$ cat src/rtl/muldiv_seq.sv
// Iterative RV64M multiply/divide sequencer: one operation per handshake,
// 1-bit-per-cycle shift-add multiply or restoring divide, result held until consumed.
module muldiv_seq #(
  parameter int unsigned XLEN = 64,
  parameter int unsigned WLEN = 32
) (
  input  logic            clk,
  input  logic            reset,
  input  logic            in_valid,
  output logic            in_ready,
  input  logic [3:0]      op,
  input  logic [XLEN-1:0] a,
  input  logic [XLEN-1:0] b,
  input  logic            flush,
  output logic            out_valid,
  input  logic            out_ready,
  output logic [XLEN-1:0] result,
  output logic            busy
);

  localparam int unsigned CntW = $clog2(XLEN) + 1;

  typedef enum logic [2:0] {StIdle, StMul, StDiv, StFast, StDone} state_e;

  state_e            state_q;
  logic [CntW-1:0]   cnt_q;
  logic              out_valid_q;
  logic [XLEN-1:0]   result_q;
  // Multiply: opa = shifting multiplicand, opb = shifting multiplier, acc = product.
  // Divide:   opa = shifting dividend/quotient, opb = divisor, acc = partial remainder.
  logic [XLEN-1:0]   opa_q, opb_q, acc_q;
  logic              is_w_q, is_rem_q, neg_q;

  logic              is_w, is_sgn, is_rem, is_mul, is_rsv;
  logic [XLEN-1:0]   a_ext, b_ext, a_sx, a_mag, b_mag, min_val, fast_res;
  logic              a_neg, b_neg, b_zero, ovf, take_fast;

  logic [XLEN:0]     rem_shift, rem_diff;
  logic [XLEN-1:0]   acc_nx, quo_nx, rem_nx, div_raw, div_sgn, mul_res, div_res;
  logic [CntW-1:0]   iter_last;
  logic              last_iter;

  assign in_ready  = (state_q == StIdle) && reset;
  assign busy      = (state_q != StIdle);
  assign out_valid = out_valid_q;
  assign result    = result_q;

  // Decode the incoming op and prepare operands, magnitudes and special-case results.
  always_comb begin
    is_w   = (op == 4'd1) || (op >= 4'd6 && op <= 4'd9);
    is_sgn = (op == 4'd2) || (op == 4'd4) || (op == 4'd6) || (op == 4'd8);
    is_rem = (op == 4'd4) || (op == 4'd5) || (op == 4'd8) || (op == 4'd9);
    is_mul = (op <= 4'd1);
    is_rsv = (op >= 4'd10);

    a_sx  = is_w ? {{(XLEN-WLEN){a[WLEN-1]}}, a[WLEN-1:0]} : a;
    a_ext = a;
    b_ext = b;
    if (is_w) begin
      a_ext = is_sgn ? {{(XLEN-WLEN){a[WLEN-1]}}, a[WLEN-1:0]}
                     : {{(XLEN-WLEN){1'b0}}, a[WLEN-1:0]};
      b_ext = is_sgn ? {{(XLEN-WLEN){b[WLEN-1]}}, b[WLEN-1:0]}
                     : {{(XLEN-WLEN){1'b0}}, b[WLEN-1:0]};
    end
    a_neg = is_sgn && a_ext[XLEN-1];
    b_neg = is_sgn && b_ext[XLEN-1];
    a_mag = a_neg ? -a_ext : a_ext;
    b_mag = b_neg ? -b_ext : b_ext;

    min_val = is_w ? {{(XLEN-WLEN+1){1'b1}}, {(WLEN-1){1'b0}}}
                   : {1'b1, {(XLEN-1){1'b0}}};
    b_zero  = (b_ext == '0);
    ovf     = is_sgn && (a_ext == min_val) && (&b_ext);

    take_fast = is_rsv || (!is_mul && (b_zero || ovf));
    fast_res  = '0;
    if (is_rsv)      fast_res = '0;
    else if (b_zero) fast_res = is_rem ? a_sx : '1;
    else if (ovf)    fast_res = is_rem ? '0 : a_ext;
  end

  // One iteration step and the final, sign-corrected result taken on the last step.
  always_comb begin
    acc_nx    = acc_q + (opb_q[0] ? opa_q : '0);
    rem_shift = {acc_q, opa_q[XLEN-1]};
    rem_diff  = rem_shift - {1'b0, opb_q};
    rem_nx    = rem_diff[XLEN] ? rem_shift[XLEN-1:0] : rem_diff[XLEN-1:0];
    quo_nx    = {opa_q[XLEN-2:0], ~rem_diff[XLEN]};

    mul_res = is_w_q ? {{(XLEN-WLEN){acc_nx[WLEN-1]}}, acc_nx[WLEN-1:0]} : acc_nx;
    div_raw = is_rem_q ? rem_nx
                       : (is_w_q ? {{(XLEN-WLEN){1'b0}}, quo_nx[WLEN-1:0]} : quo_nx);
    div_sgn = neg_q ? -div_raw : div_raw;
    div_res = is_w_q ? {{(XLEN-WLEN){div_sgn[WLEN-1]}}, div_sgn[WLEN-1:0]} : div_sgn;

    iter_last = is_w_q ? CntW'(WLEN - 1) : CntW'(XLEN - 1);
    last_iter = (cnt_q == iter_last);
  end

  // Sequencer FSM with registered result and out_valid.
  always_ff @(posedge clk) begin
    if (!reset) begin
      state_q     <= StIdle;
      cnt_q       <= '0;
      result_q    <= '0;
      out_valid_q <= 1'b0;
    end else if (flush) begin
      state_q     <= StIdle;
      cnt_q       <= '0;
      out_valid_q <= 1'b0;
    end else begin
      case (state_q)
        StIdle: begin
          if (in_valid) begin
            cnt_q    <= '0;
            is_w_q   <= is_w;
            is_rem_q <= is_rem;
            neg_q    <= is_rem ? a_neg : (a_neg ^ b_neg);
            acc_q    <= '0;
            if (take_fast) begin
              result_q <= fast_res;
              state_q  <= StFast;
            end else if (is_mul) begin
              opa_q   <= a;
              opb_q   <= is_w ? {{(XLEN-WLEN){1'b0}}, b[WLEN-1:0]} : b;
              state_q <= StMul;
            end else begin
              // W dividends are pre-shifted so the top bit always feeds the remainder.
              opa_q   <= is_w ? {a_mag[WLEN-1:0], {(XLEN-WLEN){1'b0}}} : a_mag;
              opb_q   <= b_mag;
              state_q <= StDiv;
            end
          end
        end
        StMul: begin
          acc_q <= acc_nx;
          opa_q <= opa_q << 1;
          opb_q <= opb_q >> 1;
          cnt_q <= cnt_q + 1'b1;
          if (last_iter) begin
            result_q    <= mul_res;
            out_valid_q <= 1'b1;
            state_q     <= StDone;
          end
        end
        StDiv: begin
          acc_q <= rem_nx;
          opa_q <= quo_nx;
          cnt_q <= cnt_q + 1'b1;
          if (last_iter) begin
            result_q    <= div_res;
            out_valid_q <= 1'b1;
            state_q     <= StDone;
          end
        end
        StFast: begin
          out_valid_q <= 1'b1;
          state_q     <= StDone;
        end
        StDone: begin
          if (out_ready) begin
            out_valid_q <= 1'b0;
            state_q     <= StIdle;
          end
        end
        default: state_q <= StIdle;
      endcase
    end
  end

endmodule
$ cat config.mk
export PLATFORM = sky130hd
export DESIGN_NAME = muldiv_seq
export DESIGN_NICKNAME = d
export VERILOG_FILES = /design/src/rtl/muldiv_seq.sv
export SDC_FILE = /design/constraint.sdc
export NUM_CORES = 1
export LEC_CHECK = 0
export BUFFER_PORTS_ARGS = -buffer_cell sky130_fd_sc_hd__buf_2
export CELL_PAD_IN_SITES_DETAIL_PLACEMENT = 1
export CELL_PAD_IN_SITES_GLOBAL_PLACEMENT = 1
export CORE_MARGIN = 5
export CORE_UTILIZATION = 42
export DETAILED_ROUTE_END_ITERATION = 10
export HOLD_SLACK_MARGIN = 0.02
export PLACE_DENSITY = 0.88
export SLEW_MARGIN = 20
export SYNTH_ARGS = -nofsm -noshare
export SYNTH_HDL_FRONTEND = slang
export SYNTH_SLANG_ARGS = --single-unit
$ cat constraint.sdc
create_clock -name clk -period 11.9 [get_ports clk]
set_input_delay 3.57 -clock clk [delete_from_list [all_inputs] [get_ports clk]]
set_output_delay 3.57 -clock clk [all_outputs]
set_load 0.02 [all_outputs]
==> impl_metrics.ini <==
[hold_path]
min_from = result[6]
hold_end = result[6]
min_path_cells = 2
hp-class = reg -> reg

[place]
pre_cts_ws_ps = 3120
dp_hpwl_um = 103000
dp_cells = 4579
placed_area_um2 = 29500
portBuffers = 203
routabilityCongestion = 1.03

[yosys]
ys_warn_count = 0
synth_fp_nets = 3972
yosysMostFrequentCell = nand2_1
ys_seq_elements = 270
ys.flop_type = edfxtp_1
syn_area_per_cell_um2 = 7.54
synth_sequential_area_ratio = 0.264
synth_area_leaders = edfxtp_1 21%, o21ai_0 6.9%, a21oi_1 6.8%, ha_1 6.0%, dfxtp_1 5.4%
synth_cell_types = 114
async_flop_share = 0
synth_top_area_cell = edfxtp_1
syn_inst = 3700
synthTopCellsByCount = 391 x nand2_1, 389 x nor2_1, 383 x o21ai_0
syn-cell-area_um2 = 27900
synth_edf_count = 195
synth_top_area_share = 0.210

[finish]
n_fill_cell = 8258
seqCellArea_um2 = 7360
nets = 4020
syn2layout_area_growth_pct = 9.48
stdcell_area_um2 = 30500
multi_input_area_um2 = 19200
utilization = 0.464
stdcell_count = 4638
drive_gt1_frac = 0.108

[sta]
worst_pin_slew_ps = 1130
slew_headroom = 0.245
setup_viol = 0
fmax_ghz = 0.113
skew_ps = 35.3
timing.final.crit_share = 0.746
rsz0062_at_grt = false
fin_crit_ps = 8870
fin_ws_ps = 3030
hold_viol = 0
finalSetupTns_ps = 0
maxSlewViolCount = 0

[die]
initial_core_util = 0.423
core_um2 = 65900
die_h_um = 268
ios = 204
die_w_um = 268
dieArea_um2 = 71700
fp-row-count = 94

[routing]
drt-wirelength-per-cell_um = 28.4
post-route-drc-count = 0
drt_iter0_drc = 3791
vias_per_cell = 6.76
wirelength_um = 132000
ant_nets = 0
num_vias = 31335
first_pass_iters = 5

[setup_path]
arrival_ps = 5300
rr_endpoint = result[51]
crit_path_start_kind = primary input
path_max_fanout = 53
ff2ff_setup_slack_ps = 4500
reg2regPathDepth = 20
crit_type = in -> out
critPathCaptureType = primary output
cp.required_ps = 8330
r2r_start = opb_q[0]

[global_routing]
gr-total-overflow = 0
antenna_found_initial = 12
grt_pass1_wl_um = 194000
grt_pass1_vias = 30523
grt_util_all_layers = 0.351
grt_max_degree = 100

[clock_tree]
cts.sinks = 270
cts_setup_buffers = 0
cts_root_buffer = clkbuf_16
hold_buffers = 0
cts_resized = 0
numCtsBuffers = 31
htreeDepth = 1
worstSkewPairLatency_ps = 630
cts.reportedPaths.clkPinSlew_ps = 60
cts_buffer_depth = 3
cts_tree = built

[pwr]
power_leakage_nw = 11.6
switchingPower_w = 0.00117
sw_frac_of_total = 0.373
power_density_nw_per_um2 = 102
p_comb_frac = 0.313
p_seq_frac = 0.361
clockPowerShare = 0.327
vdd_drop_max_mv = 0.125
internal-power_w = 0.00196

[status]
status = finished, final reports clean

[flow_run]
max_cap_viol_count = 0
==> logic make-up (layout without fill, tap and decap cells) <==
kind of cell / count (synthesis) / in the layout / synth area share
AOI/OAI and AO/OA: 1385 / 1385 / 0.317
xor gates and xnor gates: 250 / 250 / 0.0785
adders and majority gates: 136 / 136 / 0.0615
buffers and inverters: 359 / 432 / 0.0516
DFF: 270 / 270 / 0.264
muxes: 35 / 35 / 0.0127
other: 0 / 1 / 0
and+or+nand+nor: 1265 / 1265 / 0.215
==> placed cells by master (no fill, tap or decap), types with 29 or more instances in the layout <==
cell	synthesis	final
nand2_1	391	389
o21ai_0	383	383
nor2_1	389	382
a21oi_1	380	379
buf_2	33	203
edfxtp_1	195	195
xnor2_1	146	146
ha_1	133	133
inv_1	123	122
xor2_1	104	104
and2_1	86	85
dfxtp_1	75	75
a21o_1	74	74
nor3_1	71	70
o22ai_1	68	68
nand3_1	67	67
nand4_1	58	58
buf_4	3	47
a31oi_1	47	46
o31ai_1	45	45
a211oi_1	45	45
mux2i_1	33	33
clkbuf_16	0	32
or3_1	31	31
o21a_1	30	30
nand2b_1	29	29
o21bai_1	29	29
==> how the worst max path moves through the flow <==
stage          start       end  slack, ps  depth (start not counted)
5_1_grt        reset  in_ready       3030                          5
3_3_place_gp   reset  in_ready       3100                          5
2_1_floorplan  flush  opa_q[0]         50                          3
3_5_place_dp   reset  in_ready       3120                          5
6_report       reset  in_ready       3030                          5
4_1_cts        reset  in_ready       3110                          5
==> per-layer routing <==
layer,vias to the layer above,GRT usage,part of all wire
met4,16,0.151,0.055
met5,-,0,0.00084
met2,1834,0.517,0.41
met3,347,0.106,0.13
met1,15331,0.479,0.40
li1,13807,-,-
==> worst max-delay path, cell delays in order <==
cell and delay [ps]:
buf_2 70, buf_4 500, inv_1 610, nor2_1 250, buf_2 190
==> sequential cells by signal (all words and copies together) (netlist names), 3 cells and up <==
| signal | count |
|---|---|
| opa_q | 64 |
| result | 64 |
| cnt_q | 7 |
| opb_q | 64 |
| state_q | 3 |
| acc_q | 64 |
==> power groups by stage <==
stage / logic (W) / registers, W / clock network, W
after floorplan: 0.000593 / 0.00113 / 0
after global placement: 0.000911 / 0.00114 / 0
after detailed placement: 0.000932 / 0.00114 / 0
after CTS: 0.000942 / 0.00112 / 0.00102
after global routing: 0.00103 / 0.00113 / 0.00106
final: 0.000977 / 0.00113 / 0.00102
==> area by class of cell <==
cell class                      instances  area share
Clock inverter                         18     0.00594
Multi-Input combinational cell       3071       0.629
Antenna cell                            1   0.0000820
Timing Repair Buffer                  250      0.0448
Inverter                              124      0.0152
Clock buffer                           40      0.0282
Sequential cell                       270       0.241
Tap cell                              864      0.0354
==> per-stage QoR <==
step / hold slack [ps] / total power (W)
after floorplan: 466 / 0.00173
after global placement: 473 / 0.00205
after detailed placement: 495 / 0.00207
after CTS: 505 / 0.00308
after global routing: 521 / 0.00322
final: 497 / 0.00313
Power figures use the tool's default switching activity.
